$ cat config.mk
export PLATFORM = sky130hd
export DESIGN_NAME = csa_final_adder_flat
export DESIGN_NICKNAME = d
export VERILOG_FILES = /design/src/rtl/csa_final_adder_pkg.sv /design/src/rtl/csa_final_adder_if.sv /design/src/rtl/csa_final_adder_cpa_chunk.sv /design/src/rtl/csa_final_adder.sv /design/src/flat_wrapper.sv
export SDC_FILE = /design/constraint.sdc
export NUM_CORES = 1
export LEC_CHECK = 0
export CAP_MARGIN = 20
export CELL_PAD_IN_SITES_DETAIL_PLACEMENT = 1
export CELL_PAD_IN_SITES_GLOBAL_PLACEMENT = 2
export CORE_MARGIN = 2
export CORE_UTILIZATION = 28
export DETAILED_ROUTE_END_ITERATION = 8
export PLACE_DENSITY = 0.7
export RECOVER_POWER = 50
export SYNTH_ARGS = -nofsm -noshare
export SYNTH_HDL_FRONTEND = slang
export SYNTH_HIERARCHICAL = 1
export SYNTH_SLANG_ARGS = --single-unit
$ cat constraint.sdc
create_clock -name clk -period 2.6 [get_ports clk]
set_input_delay 0.78 -clock clk [delete_from_list [all_inputs] [get_ports clk]]
set_output_delay 0.78 -clock clk [all_outputs]
set_load 0.01 [all_outputs]
$ cat src/rtl/csa_final_adder_pkg.sv
// ---------------------------------------------------------------------------
// csa_final_adder_pkg
//   Shared definitions for the carry-save final adder block.
//   - state_e     : FSM state encoding (ST_IDLE / ST_ADD / ST_DONE)
//   - DEF_WIDTH   : default operand/result width (matches the CSA vector width)
//   - DEF_CHUNK   : default number of bits resolved per ADD cycle
// ---------------------------------------------------------------------------
package csa_final_adder_pkg;

  typedef enum logic [1:0] {
    ST_IDLE = 2'd0,
    ST_ADD  = 2'd1,
    ST_DONE = 2'd2
  } state_e;

  localparam int DEF_WIDTH = 20;
  localparam int DEF_CHUNK = 4;

endpackage

$ cat src/rtl/csa_final_adder_if.sv
// ---------------------------------------------------------------------------
// csa_final_adder_if
//   Operand/result handshake bundle of the final adder.
//   Operand side : in_valid, in_ready, s_in (CSA sum), c_in (CSA carry, pre-shifted)
//   Result side  : out_valid, out_ready, result, cout
//   master : producer/consumer around the adder (drives operands and out_ready)
//   slave  : the adder itself
// ---------------------------------------------------------------------------
interface csa_final_adder_if
  import csa_final_adder_pkg::*;
#(
  parameter int WIDTH = DEF_WIDTH
);

  logic             in_valid;
  logic             in_ready;
  logic [WIDTH-1:0] s_in;
  logic [WIDTH-1:0] c_in;
  logic             out_valid;
  logic             out_ready;
  logic [WIDTH-1:0] result;
  logic             cout;

  modport master (
    output in_valid, s_in, c_in, out_ready,
    input  in_ready, out_valid, result, cout
  );

  modport slave (
    input  in_valid, s_in, c_in, out_ready,
    output in_ready, out_valid, result, cout
  );

endinterface

$ cat src/rtl/csa_final_adder_cpa_chunk.sv
// ---------------------------------------------------------------------------
// cpa_chunk
//   CHUNK-bit ripple-carry adder made of full-adder cells.
//   a_i, b_i : CHUNK-bit addends
//   cin_i    : carry into bit 0
//   sum_o    : CHUNK-bit sum
//   cout_o   : carry out of bit CHUNK-1
// ---------------------------------------------------------------------------
module cpa_chunk
  import csa_final_adder_pkg::*;
#(
  parameter int CHUNK = DEF_CHUNK
) (
  input  logic [CHUNK-1:0] a_i,
  input  logic [CHUNK-1:0] b_i,
  input  logic             cin_i,
  output logic [CHUNK-1:0] sum_o,
  output logic             cout_o
);

  // Carry is walked through a procedural variable so the ripple is a
  // straight chain rather than a self-referencing vector.
  always_comb begin
    logic carry;
    carry = cin_i;
    sum_o = '0;
    for (int i = 0; i < CHUNK; i++) begin
      sum_o[i] = a_i[i] ^ b_i[i] ^ carry;
      carry    = (a_i[i] & b_i[i]) | (carry & (a_i[i] ^ b_i[i]));
    end
    cout_o = carry;
  end

endmodule

$ cat src/rtl/csa_final_adder.sv
// ---------------------------------------------------------------------------
// csa_final_adder
//   Sequential carry-propagate adder that resolves the CSA sum and carry
//   vectors into one binary result, CHUNK bits per clock.
//   clk   : rising-edge clock
//   rst_n : asynchronous active-low reset
//   bus   : slave side of csa_final_adder_if
//           in_valid/in_ready/s_in/c_in   operand handshake (ready only in IDLE)
//           out_valid/out_ready/result/cout result handshake (registered)
//   Accept on edge k -> out_valid after edge k+NCHUNK; held until out_ready.
// ---------------------------------------------------------------------------
module csa_final_adder
  import csa_final_adder_pkg::*;
#(
  parameter int WIDTH = DEF_WIDTH,
  parameter int CHUNK = DEF_CHUNK
) (
  input  logic              clk,
  input  logic              rst_n,
  csa_final_adder_if.slave  bus
);

  localparam int NCHUNK = WIDTH / CHUNK;
  localparam int CNT_W  = $clog2(NCHUNK + 1);

  if (WIDTH % CHUNK != 0) begin : g_bad_chunk
    $error("csa_final_adder: WIDTH must be a multiple of CHUNK");
  end

  state_e             state_q,     state_d;
  logic [WIDTH-1:0]   s_q,         s_d;
  logic [WIDTH-1:0]   c_q,         c_d;
  logic [WIDTH-1:0]   res_q,       res_d;
  logic               carry_q,     carry_d;
  logic [CNT_W-1:0]   cnt_q,       cnt_d;
  logic [WIDTH-1:0]   result_q,    result_d;
  logic               cout_q,      cout_d;
  logic               out_valid_q, out_valid_d;

  logic [CHUNK-1:0]   chunk_sum;
  logic               chunk_cout;

  // The low chunk of the operand shift registers is always the one in flight.
  cpa_chunk #(.CHUNK(CHUNK)) u_chunk (
    .a_i    (s_q[CHUNK-1:0]),
    .b_i    (c_q[CHUNK-1:0]),
    .cin_i  (carry_q),
    .sum_o  (chunk_sum),
    .cout_o (chunk_cout)
  );

  always_ff @(posedge clk or negedge rst_n) begin
    if (!rst_n) begin
      state_q     <= ST_IDLE;
      s_q         <= '0;
      c_q         <= '0;
      res_q       <= '0;
      carry_q     <= 1'b0;
      cnt_q       <= '0;
      result_q    <= '0;
      cout_q      <= 1'b0;
      out_valid_q <= 1'b0;
    end else begin
      state_q     <= state_d;
      s_q         <= s_d;
      c_q         <= c_d;
      res_q       <= res_d;
      carry_q     <= carry_d;
      cnt_q       <= cnt_d;
      result_q    <= result_d;
      cout_q      <= cout_d;
      out_valid_q <= out_valid_d;
    end
  end

  always_comb begin
    state_d     = state_q;
    s_d         = s_q;
    c_d         = c_q;
    res_d       = res_q;
    carry_d     = carry_q;
    cnt_d       = cnt_q;
    result_d    = result_q;
    cout_d      = cout_q;
    out_valid_d = out_valid_q;

    unique case (state_q)
      ST_IDLE: begin
        if (bus.in_valid) begin
          s_d     = bus.s_in;
          c_d     = bus.c_in;
          carry_d = 1'b0;
          cnt_d   = '0;
          state_d = ST_ADD;
        end
      end

      ST_ADD: begin
        // New chunk enters at the top, so after NCHUNK shifts chunk 0
        // has arrived at bit 0.
        res_d   = {chunk_sum, res_q[WIDTH-1:CHUNK]};
        s_d     = s_q >> CHUNK;
        c_d     = c_q >> CHUNK;
        carry_d = chunk_cout;
        cnt_d   = cnt_q + 1'b1;
        if (cnt_q == CNT_W'(NCHUNK - 1)) begin
          result_d    = res_d;
          cout_d      = chunk_cout;
          out_valid_d = 1'b1;
          state_d     = ST_DONE;
        end
      end

      ST_DONE: begin
        if (bus.out_ready) begin
          out_valid_d = 1'b0;
          state_d     = ST_IDLE;
        end
      end

      default: state_d = ST_IDLE;
    endcase
  end

  assign bus.in_ready  = (state_q == ST_IDLE);
  assign bus.out_valid = out_valid_q;
  assign bus.result    = result_q;
  assign bus.cout      = cout_q;

endmodule

$ cat src/flat_wrapper.sv
// flat-port wrapper written by rule: the top's interface ports become plain ports
module csa_final_adder_flat import csa_final_adder_pkg::*;
#(
  parameter int WIDTH = DEF_WIDTH,
  parameter int CHUNK = DEF_CHUNK
)
  (clk, rst_n, bus_in_valid, bus_s_in, bus_c_in, bus_out_ready, bus_in_ready, bus_out_valid, bus_result, bus_cout);
  csa_final_adder_if #(.WIDTH(WIDTH)) bus_i ();
  input  logic clk;
  input  logic rst_n;
  input wire logic [$bits(bus_i.in_valid)-1:0] bus_in_valid;
  input wire logic [$bits(bus_i.s_in)-1:0] bus_s_in;
  input wire logic [$bits(bus_i.c_in)-1:0] bus_c_in;
  input wire logic [$bits(bus_i.out_ready)-1:0] bus_out_ready;
  output wire logic [$bits(bus_i.in_ready)-1:0] bus_in_ready;
  output wire logic [$bits(bus_i.out_valid)-1:0] bus_out_valid;
  output wire logic [$bits(bus_i.result)-1:0] bus_result;
  output wire logic [$bits(bus_i.cout)-1:0] bus_cout;
  assign bus_i.in_valid = bus_in_valid;
  assign bus_i.s_in = bus_s_in;
  assign bus_i.c_in = bus_c_in;
  assign bus_i.out_ready = bus_out_ready;
  assign bus_in_ready = bus_i.in_ready;
  assign bus_out_valid = bus_i.out_valid;
  assign bus_result = bus_i.result;
  assign bus_cout = bus_i.cout;
  csa_final_adder #(.WIDTH(WIDTH), .CHUNK(CHUNK)) u_core (.clk(clk), .rst_n(rst_n), .bus(bus_i));
endmodule
==> summary.md <==
| Metric | Value |
|---|---|
| Status | `completed` |
| Drt wl/cell | `approximately 16 microns` |
| Synth top area share | `55.3%` |
| Top cells by count, synth | `dfrtp_1, nor3_1, nand2_1` |
| Vias in the first global route | `about 3200` |
| CP startpoint kind | `register` |
| Root buffer selected by CTS | `clkbuf_16` |
| Drt initial violations | `roughly 180` |
| Delay-heaviest family, CP | `adder cells` |
| # rows | `42` |
| Period utilization | `between 80 and 90%` |
| GRT overflow | `0` |
| Antenna Nets Post-Route | `0` |
| H-tree depth | `3` |
| Max rail drop VDD | `327 uV` |
| Fill cell count | `between 1500 and 2000` |
| Clk slew on worst S/H paths | `60 ps` |
| FF-to-FF path depth | `9` |
| RSZ-0062 raised after global routing | `no` |
| DRC | `0` |
| Leakage power | `0.00220 uW` |
| Synth Area in XOR/XNOR | `0%` |
| Synth Area in Simple Gates | `around 17%` |
| Final Max Slew Viols | `0` |
| Setup ws final | `318 ps` |
| Synth area leaders | `dfrtp_1, nor3_1, mux2_4` |
| Max-capacitance violation count | `0` |
| Crit Path Category | `reg -> reg` |
| Post-synthesis adder-cell area fraction | `2.77%` |
| Synth Instances | `approximately 370` |
| Most common cell in the netlist | `dfrtp_1` |
| Power per Cell Area | `1310 mW/mm^2` |
| Gr usage total | `14.5%` |
| Post-synthesis cell type count | `28` |
| Hold buffers post-CTS | `0` |
| Hold Crit Class | `in -> async` |
| WP data arrival | `between 2000 and 3000 ps` |
| Syn nets | `417` |
| Final setup fails | `0` |
| Max-slew headroom at the worst pin | `between 10% and 20%` |
| Min cycle time layout | `2280 ps` |
| Final core occ | `between 30% and 40%` |
| Largest net degree at the start of global routing | `41` |
| CP required | `2870 ps` |
| Area grow syn2layout | `31.4%` |
| Total CTS buffers | `9` |
| CTS tree | `done` |
| Area fraction in compound gates after synthesis | `about 11%` |
| Via count | `2962` |
| # IOs | `67` |
| Final Hold Viols | `0` |
| FF/Latch Area | `between 0.002 and 0.0025 sq mm` |
| Post-synth EDFFs | `0` |
| Multi-input gate area | `about 0.0015 sq mm` |
| Wirelength, routed | `~9900 microns` |
| Average size of a mapped cell | `10.4 sq um` |
| NumNets Final | `between 400 and 500` |
| Clock Skews | `about 6.5 ps` |
| Max clock buf depth | `2` |
| Via-to-Cell Ratio | `approximately 5` |
| Total negative slack | `0 ps` |
| First-pass GRT wire length | `16500 microns` |
| Antenna violations before repair | `0` |
| Top_reg_cell synth | `dfrtp_1` |
| Drt first pass iters | `4` |
| Port-buffer cells | `66` |
| Die Footprint | `0.0145 sq mm` |
| DIE WIDTH | `120 microns` |
| GP Congestion | `slightly above 0.7` |
| Post-synthesis mux area share | `8.10%` |
| Layout cell share with drive strength beyond 1 | `12.2%` |
| TritonCTS Sinks | `84` |
| Starting Density | `around 29%` |
| Diode count | `0` |
| Core area | `around 0.013 sq mm` |
| Cts repair resizes | `0` |
| Worst skew pair latency | `340 ps` |
| Worst path slowest cell | `fa_1` |
| CP Buf/Inv Count | `4` |
| Critical Path End Type | `register` |
| Max stage delay on crit path | `430 ps` |
| Crit-path cells | `fa_1 > inv_1 > fa_1 > inv_1 > fa_1 > inv_1 > fa_1 > inv_1 > mux2_2` |
| Worst-margin pin slew | `~1300 ps` |
| Post CTS Setup Buffer Count | `0` |
| Stages on worst setup path | `9` |
| Die Ht | `120 microns` |
| Max FO, Critical Path | `3` |
| Post-synth top area cell | `dfrtp_1` |
| Yosys warnings | `6` |
| Combinational family with the most area after synthesis | `simple AND/OR/NAND/NOR gates` |
| Pre-CTS setup slack | `278 ps` |
| Register bit count reported by yosys | `84` |
| Synth async-reset ratio | `100%` |
| Sequential cell area fraction in the yosys report | `55.3%` |
| Dpl hpwl | `roughly 6800 microns` |
| Fmax | `~0.44 GHz` |
| Post-Syn Area | `0.00380 sq mm` |
## metal layers
metal	vias to the layer above	global-route usage, %	wire length [microns]
li1	1410	-	-
met1	1479	19.5	4780
met2	61	23.6	4680
met3	12	2.31	332
met4	0	5.45	125
met5	-	0	0
## cell type report
class	instances	share of cell area, %
clock inverters	6	2.23
repair buffers	81	15.3
inverters	13	0.978
multi-input cells	240	30.1
clock buffers	10	4.79
well taps	176	4.41
flip-flops and latches	84	42.2
## layout by cell type (no fill, tap or decap), types with 3 or more instances in the layout
cell type        count
dfrtp_1             83
nor3_1              66
clkdlybuf4s50_1     65
nand2_1             59
o22ai_1             32
mux2_4              19
o21ai_0             18
nor2_1              14
inv_1               12
buf_4               11
o32ai_1             10
clkbuf_16            9
fa_1                 4
bufinv_16            3
## power breakdown
part           switching [uW]  internal [uW]  total, uW
Combinational            1360           1270       2630
Clock                     532            965       1500
Sequential                486           1940       2420
## worst paths after layout
path | slack, ps | startpoint | end
worst max-delay path | 320 | u_core/s_q[0]$_DFFE_PN0P_ | u_core/bus.result[19]$_DFFE_PN0P_
worst min-delay path | 380 | rst_n | u_core/res_q[5]$_DFFE_PN0P_
worst max register to register | 320 | u_core/s_q[0]$_DFFE_PN0P_ | u_core/bus.result[19]$_DFFE_PN0P_
worst min register to register | 470 | u_core/res_q[4]$_DFFE_PN0P_ | u_core/res_q[4]$_DFFE_PN0P_
max in group asynchronous | 590 | rst_n | u_core/s_q[11]$_DFFE_PN0P_
min in group clk | 470 | u_core/res_q[4]$_DFFE_PN0P_ | u_core/res_q[4]$_DFFE_PN0P_
## state kept, by name, summed over array words and instances (netlist names)
name                  cells
u_core/res_q             16
u_core/s_q               20
u_core/cnt_q              3
u_core/bus.result        20
u_core/c_q               20
u_core/state_q            2
u_core/bus.out_valid      1
u_core/carry_q            1
u_core/bus.cout           1
## cell families after synthesis
| group | Yosys count |
|---|---|
| compound gates | 67 |
| mux | 21 |
| flops | 84 |
| simple gates | 146 |
| fa+ha+maj | 6 |
| buf+inv | 43 |
## per-stage QoR
stage	cell area (sq um)	instances	total power, uW	hold slack [ps]
6_report	4990	610	6550	378
3_5_place_dp	4660	594	5150	467
3_3_place_gp	4660	594	5020	461
2_1_floorplan	3800	367	4140	446
5_1_grt	4990	610	7070	415
4_1_cts	5010	610	6670	396
(Power assumes the default switching activity.)
